File: src/rtl/fp_seq_mlp.sv
// fp_seq_mlp: streaming two-layer fixed-point perceptron.
// Samples arrive MAIN_TAP at a time into a TOTAL_TAP-deep window. Every accepted word
// that leaves the window full starts one inference, evaluated by a single shared MAC:
// first the hidden layer (optional ReLU), then the output layer.
//
// Window index t = 0 holds the oldest sample. The newest word occupies
// t = TOTAL_TAP-MAIN_TAP .. TOTAL_TAP-1, with its sample 0 at the lower index.
// Weight layout:
//   weight_input_to_hidden : element (h*TOTAL_TAP + t) multiplies window[t] into hidden h
//   weight_hidden_to_output: element (j*N_HIDDEN + h) multiplies hidden h into output j
module fp_seq_mlp #(
    parameter int DATA_WIDTH = 8,
    parameter int MAIN_TAP   = 2,
    parameter int PRE_TAP    = 1,
    parameter int POST_TAP   = 1,
    parameter int N_HIDDEN   = 4,
    parameter int FRAC       = 6,
    parameter int FLAG_LSB   = DATA_WIDTH - 3,
    parameter int ACC_WIDTH  = 2 * DATA_WIDTH + 8,
    localparam int TOTAL_TAP = PRE_TAP + MAIN_TAP + POST_TAP
) (
    input  logic                                     clk,
    input  logic                                     reset_n,
    input  logic                                     in_valid,
    output logic                                     in_ready,
    input  logic [DATA_WIDTH*MAIN_TAP-1:0]           in_data,
    input  logic [DATA_WIDTH*TOTAL_TAP*N_HIDDEN-1:0] weight_input_to_hidden,
    input  logic [DATA_WIDTH*N_HIDDEN*MAIN_TAP-1:0]  weight_hidden_to_output,
    input  logic [DATA_WIDTH*N_HIDDEN-1:0]           bias_hidden,
    input  logic [DATA_WIDTH*MAIN_TAP-1:0]           bias_output,
    input  logic                                     relu_en,
    input  logic                                     clear,
    output logic                                     out_valid,
    input  logic                                     out_ready,
    output logic [DATA_WIDTH*MAIN_TAP-1:0]           decision_layer_output,
    output logic [2*MAIN_TAP-1:0]                    output_result
);

    // TOTAL_TAP >= MAIN_TAP always, so the longest counted span is TOTAL_TAP or N_HIDDEN
    localparam int MAX_LEN = (TOTAL_TAP > N_HIDDEN) ? TOTAL_TAP : N_HIDDEN;
    localparam int CNT_W   = $clog2(MAX_LEN + 1);
    localparam int FILL_W  = $clog2(TOTAL_TAP + 1);

    localparam logic signed [ACC_WIDTH-1:0] SAT_MAX = ACC_WIDTH'((2 ** (DATA_WIDTH - 1)) - 1);
    localparam logic signed [ACC_WIDTH-1:0] SAT_MIN = ACC_WIDTH'(-(2 ** (DATA_WIDTH - 1)));
    localparam logic signed [DATA_WIDTH-1:0] RES_MAX = {1'b0, {(DATA_WIDTH - 1){1'b1}}};
    localparam logic signed [DATA_WIDTH-1:0] RES_MIN = {1'b1, {(DATA_WIDTH - 1){1'b0}}};

    typedef enum logic [1:0] {StIdle, StHid, StOut, StDone} state_e;

    state_e state_q, state_d;

    logic signed [DATA_WIDTH-1:0] window_q [TOTAL_TAP];
    logic signed [DATA_WIDTH-1:0] hid_q    [N_HIDDEN];
    logic signed [DATA_WIDTH-1:0] stage_q  [MAIN_TAP];
    logic [FILL_W-1:0]            fill_q;
    logic [CNT_W-1:0]             tap_q;
    logic [CNT_W-1:0]             neu_q;
    logic signed [ACC_WIDTH-1:0]  acc_q;

    logic                         accept;
    logic                         trigger;
    logic                         full_next;
    logic [FILL_W:0]              fill_sum;
    logic [FILL_W-1:0]            fill_next;
    logic                         tap_last;
    logic                         neu_last;
    logic                         mac_en;

    logic signed [DATA_WIDTH-1:0]   mac_x;
    logic signed [DATA_WIDTH-1:0]   mac_w;
    logic signed [DATA_WIDTH-1:0]   mac_b;
    logic signed [2*DATA_WIDTH-1:0] prod;
    logic signed [ACC_WIDTH-1:0]    bias_ext;
    logic signed [ACC_WIDTH-1:0]    acc_base;
    logic signed [ACC_WIDTH-1:0]    acc_sum;
    logic signed [ACC_WIDTH-1:0]    acc_shr;
    logic signed [ACC_WIDTH-1:0]    act;
    logic signed [DATA_WIDTH-1:0]   res;

    logic [DATA_WIDTH*MAIN_TAP-1:0] dec_next;
    logic [2*MAIN_TAP-1:0]          flag_next;

    // Handshake and window fill bookkeeping; clear blocks any accept in the same cycle
    always_comb begin
        accept    = in_valid && in_ready && !clear;
        fill_sum  = {1'b0, fill_q} + (FILL_W + 1)'(MAIN_TAP);
        full_next = fill_sum >= (FILL_W + 1)'(TOTAL_TAP);
        fill_next = full_next ? FILL_W'(TOTAL_TAP) : fill_sum[FILL_W-1:0];
        trigger   = accept && full_next;
    end

    // End-of-neuron and end-of-layer detection for whichever layer is running
    always_comb begin
        if (state_q == StHid) begin
            tap_last = tap_q == CNT_W'(TOTAL_TAP - 1);
            neu_last = neu_q == CNT_W'(N_HIDDEN - 1);
        end else begin
            tap_last = tap_q == CNT_W'(N_HIDDEN - 1);
            neu_last = neu_q == CNT_W'(MAIN_TAP - 1);
        end
    end

    // FSM state register
    always_ff @(posedge clk or negedge reset_n) begin
        if (!reset_n) begin
            state_q <= StIdle;
        end else begin
            state_q <= state_d;
        end
    end

    // FSM next state
    always_comb begin
        state_d = state_q;
        if (clear) begin
            state_d = StIdle;
        end else begin
            case (state_q)
                StIdle:  if (trigger) state_d = StHid;
                StHid:   if (tap_last && neu_last) state_d = StOut;
                StOut:   if (tap_last && neu_last) state_d = StDone;
                StDone:  if (out_ready) state_d = StIdle;
                default: state_d = StIdle;
            endcase
        end
    end

    // FSM outputs
    always_comb begin
        in_ready  = state_q == StIdle;
        out_valid = state_q == StDone;
        mac_en    = (state_q == StHid || state_q == StOut) && !clear;
    end

    // Sample window and fill counter
    always_ff @(posedge clk or negedge reset_n) begin
        if (!reset_n) begin
            fill_q <= '0;
            for (int i = 0; i < TOTAL_TAP; i++) window_q[i] <= '0;
        end else if (clear) begin
            fill_q <= '0;
            for (int i = 0; i < TOTAL_TAP; i++) window_q[i] <= '0;
        end else if (accept) begin
            fill_q <= fill_next;
            for (int i = 0; i < TOTAL_TAP - MAIN_TAP; i++) window_q[i] <= window_q[i+MAIN_TAP];
            for (int k = 0; k < MAIN_TAP; k++) begin
                window_q[TOTAL_TAP-MAIN_TAP+k] <= in_data[k*DATA_WIDTH +: DATA_WIDTH];
            end
        end
    end

    // MAC operand selection for the current layer, neuron and tap
    always_comb begin
        mac_x = '0;
        mac_w = '0;
        mac_b = '0;
        if (state_q == StHid) begin
            for (int t = 0; t < TOTAL_TAP; t++) begin
                if (int'(tap_q) == t) mac_x = window_q[t];
            end
            for (int n = 0; n < N_HIDDEN; n++) begin
                if (int'(neu_q) == n) mac_b = bias_hidden[n*DATA_WIDTH +: DATA_WIDTH];
                for (int t = 0; t < TOTAL_TAP; t++) begin
                    if (int'(neu_q) == n && int'(tap_q) == t) begin
                        mac_w = weight_input_to_hidden[(n*TOTAL_TAP+t)*DATA_WIDTH +: DATA_WIDTH];
                    end
                end
            end
        end else if (state_q == StOut) begin
            for (int h = 0; h < N_HIDDEN; h++) begin
                if (int'(tap_q) == h) mac_x = hid_q[h];
            end
            for (int j = 0; j < MAIN_TAP; j++) begin
                if (int'(neu_q) == j) mac_b = bias_output[j*DATA_WIDTH +: DATA_WIDTH];
                for (int h = 0; h < N_HIDDEN; h++) begin
                    if (int'(neu_q) == j && int'(tap_q) == h) begin
                        mac_w = weight_hidden_to_output[(j*N_HIDDEN+h)*DATA_WIDTH +: DATA_WIDTH];
                    end
                end
            end
        end
    end

    // Multiply-accumulate; first tap of a neuron starts from the bias aligned to the
    // product's binary point, and the finished neuron is rescaled, rectified and clamped
    always_comb begin
        prod     = mac_x * mac_w;
        bias_ext = ACC_WIDTH'(mac_b) <<< FRAC;
        acc_base = (tap_q == '0) ? bias_ext : acc_q;
        acc_sum  = acc_base + ACC_WIDTH'(prod);
        acc_shr  = acc_sum >>> FRAC;
        if (relu_en && state_q == StHid && acc_shr[ACC_WIDTH-1]) begin
            act = '0;
        end else begin
            act = acc_shr;
        end
        if (act > SAT_MAX) begin
            res = RES_MAX;
        end else if (act < SAT_MIN) begin
            res = RES_MIN;
        end else begin
            res = act[DATA_WIDTH-1:0];
        end
    end

    // Output word assembled from earlier staged neurons plus the one finishing now
    always_comb begin
        logic signed [DATA_WIDTH-1:0] val;
        dec_next  = '0;
        flag_next = '0;
        val       = '0;
        for (int j = 0; j < MAIN_TAP; j++) begin
            val = (int'(neu_q) == j) ? res : stage_q[j];
            dec_next[j*DATA_WIDTH +: DATA_WIDTH] = val;
            flag_next[2*j +: 2]                  = val[FLAG_LSB +: 2];
        end
    end

    // Accumulator, tap/neuron counters and per-layer result storage
    always_ff @(posedge clk or negedge reset_n) begin
        if (!reset_n) begin
            acc_q <= '0;
            tap_q <= '0;
            neu_q <= '0;
            for (int h = 0; h < N_HIDDEN; h++) hid_q[h] <= '0;
            for (int j = 0; j < MAIN_TAP; j++) stage_q[j] <= '0;
        end else if (clear || trigger) begin
            tap_q <= '0;
            neu_q <= '0;
        end else if (mac_en) begin
            acc_q <= acc_sum;
            if (tap_last) begin
                tap_q <= '0;
                neu_q <= neu_last ? '0 : neu_q + CNT_W'(1);
                if (state_q == StHid) begin
                    for (int h = 0; h < N_HIDDEN; h++) begin
                        if (int'(neu_q) == h) hid_q[h] <= res;
                    end
                end else begin
                    for (int j = 0; j < MAIN_TAP; j++) begin
                        if (int'(neu_q) == j) stage_q[j] <= res;
                    end
                end
            end else begin
                tap_q <= tap_q + CNT_W'(1);
            end
        end
    end

    // Visible results change only when a full inference completes, so an aborted
    // run never exposes a partial output word
    always_ff @(posedge clk or negedge reset_n) begin
        if (!reset_n) begin
            decision_layer_output <= '0;
            output_result         <= '0;
        end else if (mac_en && state_q == StOut && tap_last && neu_last) begin
            decision_layer_output <= dec_next;
            output_result         <= flag_next;
        end
    end

endmodule

File: config.mk
export PLATFORM = sky130hd
export DESIGN_NAME = fp_seq_mlp
export DESIGN_NICKNAME = d
export VERILOG_FILES = /design/src/rtl/fp_seq_mlp.sv
export SDC_FILE = /design/constraint.sdc
export NUM_CORES = 1
export LEC_CHECK = 0
export ABC_AREA = 1
export BUFFER_PORTS_ARGS = -buffer_cell sky130_fd_sc_hd__buf_2
export CAP_MARGIN = 20
export CELL_PAD_IN_SITES_DETAIL_PLACEMENT = 0
export CELL_PAD_IN_SITES_GLOBAL_PLACEMENT = 1
export CORE_ASPECT_RATIO = 0.9
export CORE_UTILIZATION = 36
export CTS_CLUSTER_SIZE = 25
export DETAILED_ROUTE_END_ITERATION = 8
export GPL_TIMING_DRIVEN = 1
export PLACE_DENSITY = 0.8
export SYNTH_ARGS = -nofsm -noshare
export SYNTH_HDL_FRONTEND = slang
export SYNTH_SLANG_ARGS = --single-unit
File: constraint.sdc
create_clock -name clk -period 8.11 [get_ports clk]
set_clock_uncertainty 0.1 [all_clocks]
set_input_delay 0 -clock clk [delete_from_list [all_inputs] [get_ports clk]]
set_output_delay 0 -clock clk [all_outputs]
set_load 0.02 [all_outputs]
# Word level (Yosys, flattened, before mapping)
# Cells that the tools add are included.
[word_totals]
ff_bits = 135
[classes]
add_sub_neg = 4
n_mul = 1
order_cmp = 3
n_eq_ne = 16
muxes = 69
bitwise = 2
reduce_logical = 44
[op_table]
columns = ["operator", "n"]
rows = [
  ["2-to-1 mux 8 bit", 48],
  ["2-to-1 mux 32 bit", 2],
  ["2-to-1 mux 24 bit", 2],
  ["2-to-1 mux 3 bit", 10],
  ["logical AND 1 bit", 26],
  ["adder 24 x 16 -> 24 bit", 1],
  ["> comparator 24 x 8 -> 1 bit (second input constant)", 1],
  ["less-than comparator 24 x 8 -> 1 bit (second input constant)", 1],
  ["AND reduction 5 bit", 4],
  ["multiplier 8 x 8 -> 16 bit", 1],
  ["== test 3 x 2 -> 1 bit (second input constant)", 4],
  ["== test 3 bit (second input constant)", 4],
  ["2-to-1 mux 2 bit", 5],
  ["logical NOT 3 bit", 3],
  ["one-hot mux 2 bit (4 select lines)", 1],
  ["AND reduction 4 bit", 2],
  ["adder 3 x 1 -> 3 bit (second input constant)", 2],
  ["!= test 3 x 2 -> 1 bit (second input constant)", 2],
  ["!= test 3 bit (second input constant)", 2],
  ["nonzero test 2 bit", 3],
  ["adder 3 x 2 -> 4 bit (second input constant)", 1],
  ["== test 2 bit (second input constant)", 2],
  ["greater-or-equal comparator 4 x 3 -> 1 bit (second input constant)", 1],
  ["AND reduction 2 bit", 2],
  ["7 further kinds", 9],
]

# Longest topological paths before layout
# Gate-level depths: netlist (run 1).
[depth]
word_depth = 27
mapped_depth = 51

# Worst setup path before layout (run 1)
# No wires, ideal clock.
[synth_timing]
path_type = "reg2reg"
from = "reg neu_q[1]"
to = "reg decision_layer_output[12]"
setup_ns = 0.118
arrival_ns = 7.559
required_time_ns = 7.892
setup_slack_ns = 0.333
stages_incl_launch_ff = 38
n_path_buf = 3
synth_period_minus_slack_ns = 7.777
cell_sequence = "dfrtp_1 inv_1 ha_1 inv_2 nor2_2 inv_2 nor2_4 inv_2 buf_2 clkbuf_1 a21oi_1 nor2_1 o21ai_2 nand3_1 fa_1 inv_1 fa_1 fa_1 [2 not listed] fa_1 inv_1 ha_1 nand2_1 nor2_1 nand2_1 nand2_1 a21oi_1 or2_1 nand2_1 nand3_1 nor2_1 nand4_1 o21ai_1 buf_4 nand3_2 nand3_1 nand2_1"
[synth_via]
elab_chain_cells = 27
[synth_lines]
columns = ["element", "line_no", "source"]
rows = [
  ["from (decl)", "58", "logic [CNT_W-1:0] neu_q;"],
  ["from (signal assigned)", "235", "neu_q <= neu_last ? '0 : neu_q + CNT_W'(1);"],
  ["logical NOT 3 bit", "--", ""],
  ["logical AND 1 bit", "165, 177", ""],
  ["2-to-1 mux 8 bit (16 in a row)", "165", "if (int'(neu_q) == n && int'(tap_q) == t) begin"],
  ["2-to-1 mux 8 bit", "158", "if (state_q == StHid) begin"],
  ["multiplier 8 x 8 -> 16 bit", "188", "prod = mac_x * mac_w;"],
  ["adder 24 x 16 -> 24 bit", "191", "acc_sum = acc_base + ACC_WIDTH'(prod);"],
  ["logical AND 1 bit", "193", "if (relu_en && state_q == StHid && acc_shr[ACC_WIDTH-1]) begin"],
  ["2-to-1 mux 24 bit", "193", ""],
  ["less-than comparator 24 x 8 -> 1 bit", "200", "end else if (act < SAT_MIN) begin"],
  ["2-to-1 mux 8 bit", "200", ""],
  ["2-to-1 mux 8 bit", "198", "if (act > SAT_MAX) begin"],
  ["2-to-1 mux 8 bit", "214", "val = (int'(neu_q) == j) ? res : stage_q[j];"],
  ["to (signal assigned)", "258", "decision_layer_output <= dec_next;"],
  ["to (decl)", "35", "output logic [DATA_WIDTH*MAIN_TAP-1:0] decision_layer_output,"],
]
# Parallel ways exist; a longest one is shown, timed or not.
# A chain may end at the register's enable or synchronous reset.

# Worst setup path after layout (run 1)
# Ends and elaborated chain as after synthesis.

==> metrics.cfg, run 1 <==
[critical_path]
r2r-start = neu_q[1]
critical_path_class = register to register
cp_data_arrival_time_ns = 7.90
required_ns = 8.33
r2r_cells = 38
critPathCaptureType = register
reg2reg_setup_slack_ns = 0.43
timing_startpoint_of_the_critical_path = neu_q[1]
worst_path_most_repeated_cell = sky130_fd_sc_hd__fa_1
critical_path.max_stage_delay_ns = 0.56
r2r_endpoint = decision_layer_output[12]
crit_path_start_kind = register
critical_path.max_fanout = 19
cpMaxStageDelayCell = sky130_fd_sc_hd__fa_1

[drt]
detail_route.first_pass.iterations = 7
detail_route.wirelength_um = 49700
vias_per_cell = 5.07
num_vias = 14322
wire_per_inst_um = 17.6
drt_first_iter_violations = 1150
ant_nets = 0
drcViolationCount = 0

[logic_synthesis]
simple_gate_portion_of_the_synthesized_area = 0.292
synth_top_family_by_area = simple AND/OR/NAND/NOR gates
synthesis.yosys.warnings = 0
synth-seq-cells = 130
synth.top_cell.area_share = 0.234
synth.top_cells.by_area = sky130_fd_sc_hd__dfrtp_1 (23%), sky130_fd_sc_hd__nand2_1 (16%), sky130_fd_sc_hd__fa_1 (15%)
postSynthCellCount = 2007
synth_xor_area_frac = 0.00631
synth_enable_flop_cells = 0
mappedNetlistArea_um2 = 13900
synth_top_flop_cell = sky130_fd_sc_hd__dfrtp_1
post_synth_fa_ha_maj_area_fraction = 0.212
seq_area_frac_synth = 0.234
synthesis.nets = 2441
synth-async-reset-ratio = 1.00
synth_top_cells_by_count = sky130_fd_sc_hd__nand2_1 (589), sky130_fd_sc_hd__inv_1 (331), sky130_fd_sc_hd__nand3_1 (135)
syn_area_per_cell_um2 = 6.92
post-synth-top-count-cell = sky130_fd_sc_hd__nand2_1
area_fraction_in_compound_gates_after_synthesis = 0.135
synth.lib_cells_used.distinct = 51
yosys-mux-area-fraction = 0
cell_taking_the_most_area_after_synthesis = sky130_fd_sc_hd__dfrtp_1

[final_layout]
post_route_cells_drive_above_1_share = 0.230
area_growth_syn_to_layout_pct = 26.2
antenna_cells_inserted = 0
utilization = 0.465
nets = 2764

[floorplan]
die_w_um = 209
dieHeight_um = 188
core_um2 = 37600
start_util = 0.369
placementRows = 67
dieArea_um2 = 39400
boundaryPins = 284

[timing]
fmax_mhz = 130
slew_headroom = 0.365
period_share = 0.947
final.min_clock_period_ns = 7.68
tightest_slew_ns = 0.950
report.final.setup_viol = 0
final-max-slew-violation-count = 0
hold_violations = 0

[cts]
clkTransAtPathRegs_ns = 0.06
cts-htree-levels = 4
cts_max_path_buffers = 2
clock_latency_ns = 0.43
cts_made_buffers = 17
cts_root_buf = sky130_fd_sc_hd__clkbuf_16
cts.sink_count = 130
tritoncts = yes

[global_route]
grt_use_total = 0.253
grt_pass1_vias = 13846
global_route_wire_length_before_repair_um = 77600
grt_max_degree = 73
grt_antenna_before_repair = 0
grt.overflow.total = 0

[placed_design]
dp.final_hpwl_um = 40600
portbufs = 283
routability_congestion_estimate = 0.941

[status]
status = complete, no violations

[min_path]
holdCritPathClass = primary input to async pin

[run]
max_cap_violations = 0

[how the worst max path moves through the flow]
| stage | to | slack [ns] | cells past startpoint |
|---|---|---|---|
| 3_3_place_gp | decision_layer_output[1] | 0.09 | 46 |
| 2_1_floorplan | decision_layer_output[12] | 0.33 | 37 |
| 5_1_grt | decision_layer_output[4] | -0.009 | 47 |
| 3_5_place_dp | decision_layer_output[1] | 0.06 | 45 |
| 4_1_cts | decision_layer_output[1] | 0.005 | 45 |
| 6_report | decision_layer_output[12] | 0.43 | 38 |
[cells in the final DEF, fill, tap and decap left out, types with 8 or more instances in the layout]
cell type | synthesis | layout
sky130_fd_sc_hd__fa_1 | 105 | 102
sky130_fd_sc_hd__nor2_4 | 6 | 9
sky130_fd_sc_hd__inv_1 | 331 | 326
sky130_fd_sc_hd__xor2_1 | 8 | 8
sky130_fd_sc_hd__a22oi_1 | 11 | 11
sky130_fd_sc_hd__o22ai_1 | 25 | 25
sky130_fd_sc_hd__dfrtp_1 | 130 | 130
sky130_fd_sc_hd__nand3_1 | 135 | 126
sky130_fd_sc_hd__inv_2 | 14 | 14
sky130_fd_sc_hd__dlygate4sd3_1 | 0 | 21
sky130_fd_sc_hd__o21ai_1 | 32 | 35
sky130_fd_sc_hd__clkbuf_16 | 0 | 20
sky130_fd_sc_hd__nand3_2 | 10 | 19
sky130_fd_sc_hd__a21oi_1 | 70 | 63
sky130_fd_sc_hd__or2_2 | 24 | 24
sky130_fd_sc_hd__a21oi_2 | 3 | 10
sky130_fd_sc_hd__nand2_2 | 18 | 25
sky130_fd_sc_hd__buf_2 | 25 | 282
sky130_fd_sc_hd__ha_1 | 67 | 57
sky130_fd_sc_hd__o211ai_1 | 16 | 16
sky130_fd_sc_hd__a31oi_1 | 18 | 18
sky130_fd_sc_hd__nand2_1 | 589 | 575
sky130_fd_sc_hd__nor2_1 | 121 | 112
sky130_fd_sc_hd__buf_4 | 7 | 60
sky130_fd_sc_hd__nor2_2 | 5 | 11
sky130_fd_sc_hd__o21ai_0 | 126 | 122
sky130_fd_sc_hd__nand4_1 | 10 | 10
sky130_fd_sc_hd__buf_12 | 0 | 8
[cell families (layout without fill, tap and decap cells)]
kind of cell    count (synthesis)  after routing
fa+ha+maj                     172            172
buf+inv                       425            761
flops                         130            130
simple gates                  944            944
xor+xnor                       10             10
compound gates                326            326
[what timing repair did]
action                                  4_1_cts  5_1_grt
buffers inserted                              0       16
gates resized for setup                       0      103
hold buffers                                 21        0
endpoints found under the setup margin        0       65
endpoints found under the hold margin        98        0
[metrics by stage]
step / instance area [µm²] / TNS, ns / cells / hold slack [ns] / setup slack, ns
final: 17500 / 0 / 2826 / 0.158 / 0.433
after global routing: 17500 / -0.0378 / 2826 / 0.170 / -0.00853
after CTS: 16900 / 0 / 2804 / 0.158 / 0.00498
after detailed placement: 16000 / 0 / 2751 / 0.101 / 0.0616
after global placement: 16000 / 0 / 2751 / 0.0911 / 0.0915
after floorplan: 13900 / 0 / 2007 / -0.396 / 0.333
[metal layers]
layer | wire length [µm] | GRT usage | part of all wire | vias up
met5 | 0 | 0 | 0 | -
met1 | 22100 | 0.342 | 0.45 | 6799
li1 | - | - | - | 6969
met4 | 1190 | 0.0648 | 0.024 | 0
met3 | 2800 | 0.0365 | 0.056 | 66
met2 | 23600 | 0.423 | 0.47 | 488
[flip-flops by register name, summed over array words and instances (netlist names)]
register               count
fill_q                     2
window_q                  32
hid_q                     32
stage_q                   16
neu_q                      3
decision_layer_output     16
acc_q                     24
state_q                    2
tap_q                      3
[cell type report]
type	instances	area (µm²)
clock inverters	14	248
well taps	483	604
clock buffers	18	439
fillers	3926	20100
repair buffers	379	2370
multi-input cells	1452	9250
flip-flops and latches	130	3250
inverters	350	1350
[worst max-delay path, delay by kind of cell, from the launching register on]
family / cells / cell delay [ns]
compound gates: 9 / 1.37
simple gates: 15 / 1.70
flops: 1 / 0.43
fa+ha+maj: 7 / 3.05
buf+inv: 7 / 0.91
Power of run 1 is not shown: default switching activity piles up to over one toggle a cycle in this logic, so the estimate is an artifact.
==> run 2, diff against run 1 <==
--- a/config.mk
+++ b/config.mk
@@ -6,14 +6,14 @@
 export NUM_CORES = 1
 export LEC_CHECK = 0
 export ABC_AREA = 1
-export BUFFER_PORTS_ARGS = -buffer_cell sky130_fd_sc_hd__buf_2
 export CAP_MARGIN = 20
 export CELL_PAD_IN_SITES_DETAIL_PLACEMENT = 0
 export CELL_PAD_IN_SITES_GLOBAL_PLACEMENT = 1
 export CORE_ASPECT_RATIO = 0.9
-export CORE_UTILIZATION = 36
+export CORE_UTILIZATION = 42
 export CTS_CLUSTER_SIZE = 25
 export DETAILED_ROUTE_END_ITERATION = 8
+export DONT_BUFFER_PORTS = 1
 export GPL_TIMING_DRIVEN = 1
 export PLACE_DENSITY = 0.8
 export SYNTH_ARGS = -nofsm -noshare
==> run 2 against run 1 <==
Against the previous run:
- sequential share of layout area up 1.8 points
- sequential cell count did not move
- die area decreased by 14%
- final area decreased by 8.9%
- cell count down 12%
- fmax down 0.31%
- critical path depth unchanged
- wire length shrank 0.48%
- non-clock buffer count is 279 lower
- clock-buffer cell count increased by 1
- worst hold slack lost 0.083 ns
- largest cell class unchanged
==> metrics.cfg, run 2 (same netlist as run 1, synthesis figures left out) <==
[final_layout]
layout.cell_area.non_filler_um2 = 16000  ; -8.9%
post_route_cells_drive_above_1_share = 0.109  ; -0.121
nets = 2487  ; -10%
most_common_cell_after_layout_fill_and_taps_aside = sky130_fd_sc_hd__nand2_1
area_growth_syn_to_layout_pct = 15.0
filler_cell_count = 3254  ; -17%
largestRegisters = hid_q: 32 flops, window_q: 32 flops, acc_q: 24 flops
layout_common_cells = sky130_fd_sc_hd__nand2_1 (580), sky130_fd_sc_hd__inv_1 (323), sky130_fd_sc_hd__nand3_1 (133)

[timing]
slew_headroom = 0.333  ; -0.0316
hold_violations = 0  ; unchanged
period_share = 0.950  ; +0.00294
report.final.setup_viol = 0  ; unchanged
fmax_mhz = 130  ; -0.31%
final-max-slew-violation-count = 0  ; unchanged
final.min_clock_period_ns = 7.70  ; +0.0238 ns
tightest_slew_ns = 0.997  ; +0.0472 ns
hold-worst-slack_ns = 0.0753  ; -0.0828 ns

[floorplan]
core_um2 = 32200  ; -14%
dieArea_um2 = 33800  ; -14%
placementRows = 62  ; -7.5%
boundaryPins = 284  ; unchanged
die_w_um = 194  ; -7.3%
start_util = 0.431  ; +0.0624
dieHeight_um = 174  ; -7.3%

[global_route]
grt_pass1_vias = 13367  ; -3.5%
grt.overflow.total = 0  ; unchanged
grt_antenna_before_repair = 7  ; +7
grt_max_degree = 131  ; +79%
grt_use_total = 0.292  ; +0.0392
global_route_wire_length_before_repair_um = 76300  ; -1.7%

[critical_path]
critical_path.max_fanout = 15  ; -4
critPathCaptureType = register
critical_path_class = register to register
cpMaxStageDelayCell = sky130_fd_sc_hd__fa_1
critical_path.max_stage_delay_ns = 0.56  ; about the same
cp_data_arrival_time_ns = 7.91  ; about the same
r2r-start = neu_q[1]
worst_path_most_repeated_cell = sky130_fd_sc_hd__fa_1
required_ns = 8.32  ; about the same
reg2reg_setup_slack_ns = 0.41  ; -0.02 ns
crit_path_start_kind = register
r2r_endpoint = decision_layer_output[14]
r2r_cells = 38  ; unchanged

[drt]
drcViolationCount = 0  ; unchanged
detail_route.wirelength_um = 49500  ; -0.48%
drt_first_iter_violations = 804  ; -30%
detail_route.first_pass.iterations = 8  ; +1
vias_per_cell = 5.39  ; +6.3%
num_vias = 13415  ; -6.3%
ant_nets = 0  ; unchanged
wire_per_inst_um = 19.9  ; +13%

[cts]
clock_latency_ns = 0.43  ; about the same
tritoncts = yes
cts_root_buf = sky130_fd_sc_hd__clkbuf_16
clkTransAtPathRegs_ns = 0.07  ; about the same
cts_made_buffers = 17  ; unchanged
cts.sink_count = 130  ; unchanged
cts_max_path_buffers = 2  ; unchanged
cts-htree-levels = 4  ; unchanged

[placed_design]
routability_congestion_estimate = 0.938  ; -0.39%
dp.final_hpwl_um = 38400  ; -5.4%
portbufs = 0  ; -100%
placed_area_um2 = 14400  ; -9.8%

[status]
status = complete, no violations

[run]
max_cap_violations = 0  ; unchanged

[min_path]
holdCritPathClass = primary input to async pin

## run 2: cell types whose count changed in the layout (fill, tap and decap cells not counted), moves of 5 or more
| cell | delta |
|---|---|
| sky130_fd_sc_hd__nand3_2 | -7 |
| sky130_fd_sc_hd__buf_2 | -282 |
| sky130_fd_sc_hd__nand2_1 | +5 |
| sky130_fd_sc_hd__buf_4 | -11 |
| sky130_fd_sc_hd__diode_2 | +7 |
| sky130_fd_sc_hd__nand2_2 | -8 |
| sky130_fd_sc_hd__nand3_1 | +7 |
| sky130_fd_sc_hd__dlygate4sd3_1 | +17 |
## run 2: what timing repair did
| item | 4_1_cts | 5_1_grt |
|---|---|---|
| endpoints found under the setup margin | 0 | 64 |
| setup buffers | 0 | 12 |
| hold endpoints to repair | 165 | 0 |
| gates resized for setup | 0 | 89 |
| hold buffers | 39 | 0 |
## run 2: stage by stage
step / setup TNS [ns] / std cells / setup slack, ns / utilization
final: 0 / 2489 / 0.409 / 0.496
after global placement: 0 / 2395 / 0.0880 / 0.448
after detailed placement: 0 / 2395 / 0.0922 / 0.448
after floorplan: 0 / 2007 / 0.333 / -
after global routing: -0.0376 / 2489 / -0.0152 / 0.496
after CTS: 0 / 2466 / 0.0382 / 0.479
## run 2: final cells by class
cell class	count	area, µm²	share of cell area
repair buffers	100	991	0.0621
clock buffers	19	433	0.0271
diodes	7	17.5	0.00110
clock inverters	13	154	0.00964
inverters	350	1360	0.0851
flip-flops and latches	130	3250	0.204
well taps	416	520	0.0326
multi-input cells	1454	9240	0.579
## run 2: worst max path at each step
stage | start | end | slack [ns] | cells after the start
after global placement | neu_q[0] | decision_layer_output[14] | 0.09 | 36
after CTS | neu_q[0] | decision_layer_output[14] | 0.04 | 36
after global routing | neu_q[1] | hid_q[6] | -0.02 | 48
final | neu_q[1] | decision_layer_output[14] | 0.41 | 38
after detailed placement | neu_q[0] | decision_layer_output[1] | 0.09 | 37
after floorplan | neu_q[1] | decision_layer_output[12] | 0.33 | 37
## run 2: per-layer routing
layer,track usage,up-vias,wire length (µm)
met5,0,-,0
met4,0.107,0,1650
met3,0.0514,89,3290
met2,0.495,473,23800
met1,0.373,6423,20700
li1,-,6430,-
## run 2: worst max-delay path: cells and delay by family (launching register included)
kind	cells	cell delay, ns
compound gates	8	1.51
flops	1	0.42
buf+inv	9	0.83
fa+ha+maj	7	3.08
simple gates	14	1.60
Power of run 2 is left out for the same reason.
==> run 3, diff against run 2 <==
--- a/config.mk
+++ b/config.mk
@@ -9,7 +9,7 @@
 export CAP_MARGIN = 20
 export CELL_PAD_IN_SITES_DETAIL_PLACEMENT = 0
 export CELL_PAD_IN_SITES_GLOBAL_PLACEMENT = 1
-export CORE_ASPECT_RATIO = 0.9
+export CORE_ASPECT_RATIO = 1.1
 export CORE_UTILIZATION = 42
 export CTS_CLUSTER_SIZE = 25
 export DETAILED_ROUTE_END_ITERATION = 8
==> run 3 against run 2 <==
Against the previous run:
- wire length decreased by 4.1%
- cell count is 1.4% higher
- critical path depth is 2 higher
- non-clock buffer count rose by 25
- register-to-register slack got worse by 0.10 ns
- die area hardly changed
- final area rose by 1.1%
- critical path type unchanged
- largest cell class unchanged
- via count grew 0.19%
- clock-buffer cell count fell by 1
- core utilization rose by 0.13 points
- critical endpoint is now decision_layer_output[4]
==> metrics.cfg, run 3 (same netlist as run 1, synthesis figures left out) <==
[status]
status = complete, no violations

[drt]
ant_nets = 0  ; unchanged
num_vias = 13441  ; +0.19%
vias_per_cell = 5.33  ; -1.2%
detail_route.first_pass.iterations = 5  ; -3
drt_first_iter_violations = 712  ; -11%
drcViolationCount = 0  ; unchanged
detail_route.wirelength_um = 47400  ; -4.1%
wire_per_inst_um = 18.8  ; -5.4%

[global_route]
grt_max_degree = 131  ; unchanged
grt_antenna_before_repair = 7  ; unchanged
global_route_wire_length_before_repair_um = 71600  ; -6.1%
grt.overflow.total = 0  ; unchanged
grt_pass1_vias = 12904  ; -3.5%
grt_use_total = 0.278  ; -0.0146

[cts]
clkTransAtPathRegs_ns = 0.06  ; about the same
cts_root_buf = sky130_fd_sc_hd__clkbuf_16
cts_made_buffers = 17  ; unchanged
cts-htree-levels = 4  ; unchanged
cts_max_path_buffers = 2  ; unchanged
cts.sink_count = 130  ; unchanged
clock_latency_ns = 0.42  ; about the same
tritoncts = yes

[critical_path]
critical_path.max_stage_delay_ns = 0.56  ; about the same
worst_path_most_repeated_cell = sky130_fd_sc_hd__nand2_1
cpMaxStageDelayCell = sky130_fd_sc_hd__fa_1
required_ns = 8.32  ; about the same
crit_path_start_kind = register
critPathCaptureType = register
cp_data_arrival_time_ns = 8.01  ; +0.10 ns
critical_path_class = register to register
critical_path.max_fanout = 7  ; -8

[placed_design]
dp.final_hpwl_um = 37900  ; -1.4%
routability_congestion_estimate = 0.974  ; +3.8%
portbufs = 0  ; unchanged
placed_area_um2 = 14500  ; +0.71%

[timing]
final-max-slew-violation-count = 0  ; unchanged
fmax_mhz = 128  ; -1.3%
period_share = 0.962  ; +0.0124
hold_violations = 0  ; unchanged
final.min_clock_period_ns = 7.80  ; +0.100 ns
slew_headroom = 0.389  ; +0.0562
report.final.setup_viol = 0  ; unchanged
hold-worst-slack_ns = 0.0420  ; -0.0333 ns
tightest_slew_ns = 0.914  ; -0.0828 ns

[final_layout]
most_common_cell_after_layout_fill_and_taps_aside = sky130_fd_sc_hd__nand2_1
post_route_cells_drive_above_1_share = 0.124  ; +0.0151
area_of_all_sequential_standard_cells_um2 = 3260  ; about the same
largestRegisters = hid_q: 32 flops, window_q: 32 flops, acc_q: 24 flops
layout_common_cells = sky130_fd_sc_hd__nand2_1 (580), sky130_fd_sc_hd__inv_1 (325), sky130_fd_sc_hd__nand3_1 (130)
utilization = 0.497  ; +0.00131
filler_cell_count = 3362  ; +3.3%
nets = 2511  ; +0.97%
layout.cell_area.non_filler_um2 = 16100  ; +1.1%
area_of_combinational_cells_with_multiple_inputs_um2 = 9210  ; -0.28%
area_growth_syn_to_layout_pct = 16.3

[floorplan]
placementRows = 69  ; +11%
core_um2 = 32500  ; +0.83%
start_util = 0.428  ; -0.00356
boundaryPins = 284  ; unchanged
die_w_um = 175  ; -9.4%
dieHeight_um = 193  ; +10%
dieArea_um2 = 33800  ; about the same

[min_path]
holdCritPathClass = primary input to register

[run]
max_cap_violations = 0  ; unchanged

run 3: cell types whose count changed in the layout (fill, tap and decap cells not counted), moves of 3 or more:
cell / before / now
sky130_fd_sc_hd__buf_4: 49 / 76
sky130_fd_sc_hd__inv_4: 6 / 3
sky130_fd_sc_hd__inv_6: 4 / 1
sky130_fd_sc_hd__nand2_2: 17 / 21
sky130_fd_sc_hd__nand2_4: 10 / 7
sky130_fd_sc_hd__nand2_8: 5 / 2
sky130_fd_sc_hd__nand3_1: 133 / 130
sky130_fd_sc_hd__nand3_2: 12 / 15
sky130_fd_sc_hd__nor2_1: 114 / 110
sky130_fd_sc_hd__nor2_2: 10 / 15
run 3: layer usage:
metal  up-vias  share of wire  track usage
met5         -              0            0
met3       103          0.062       0.0510
met4         0          0.046        0.129
met2       468           0.49        0.483
li1       6464              -            -
met1      6406           0.40        0.332
run 3: through the flow:
stage | worst slack, ns | TNS (ns) | cells
6_report | 0.309 | 0 | 2523
5_1_grt | -0.0316 | -0.166 | 2522
4_1_cts | 0.0441 | 0 | 2486
3_5_place_dp | -0.0335 | -0.0859 | 2417
3_3_place_gp | 0.0451 | 0 | 2417
2_1_floorplan | 0.333 | 0 | 2007
run 3: repair_timing:
action | 4_1_cts | 5_1_grt
hold endpoints to repair | 162 | 0
hold buffers | 38 | 0
setup endpoints to repair | 14 | 64
resized for setup | 1 | 80
setup buffers | 0 | 24
pin swaps | 1 | 16
cloned | 0 | 3
run 3: path summary, 6_finish.rpt:
path | from | end | slack [ns] | cells past startpoint
min in group asynchronous | reset_n | decision_layer_output[2] | 0.09 | 2
max | neu_q[0] | decision_layer_output[4] | 0.31 | 40
min | relu_en | hid_q[15] | 0.04 | 5
min reg2reg | acc_q[22] | acc_q[22] | 0.37 | 2
max reg2reg | neu_q[0] | decision_layer_output[4] | 0.31 | 40
max in group asynchronous | reset_n | neu_q[0] | 7.24 | 2
run 3: area by class of cell:
class / count / share of cell area
Antenna cell: 8 / 0.00124
Clock buffer: 18 / 0.0266
Clock inverter: 13 / 0.0116
Inverter: 350 / 0.0834
Multi-Input combinational cell: 1453 / 0.571
Sequential cell: 130 / 0.202
Tap cell: 426 / 0.0330
Timing Repair Buffer: 125 / 0.0718
run 3: critical path, delay by kind of cell (launching register included):
family	cells	cell delay [ns]
AO/OA/AOI/OAI	5	1.06
adder cells (fa/ha/maj)	7	3.03
buffers and inverters	6	0.56
flip-flops	1	0.44
AND/OR/NAND/NOR	22	2.49
Power of run 3 is left out for the same reason.
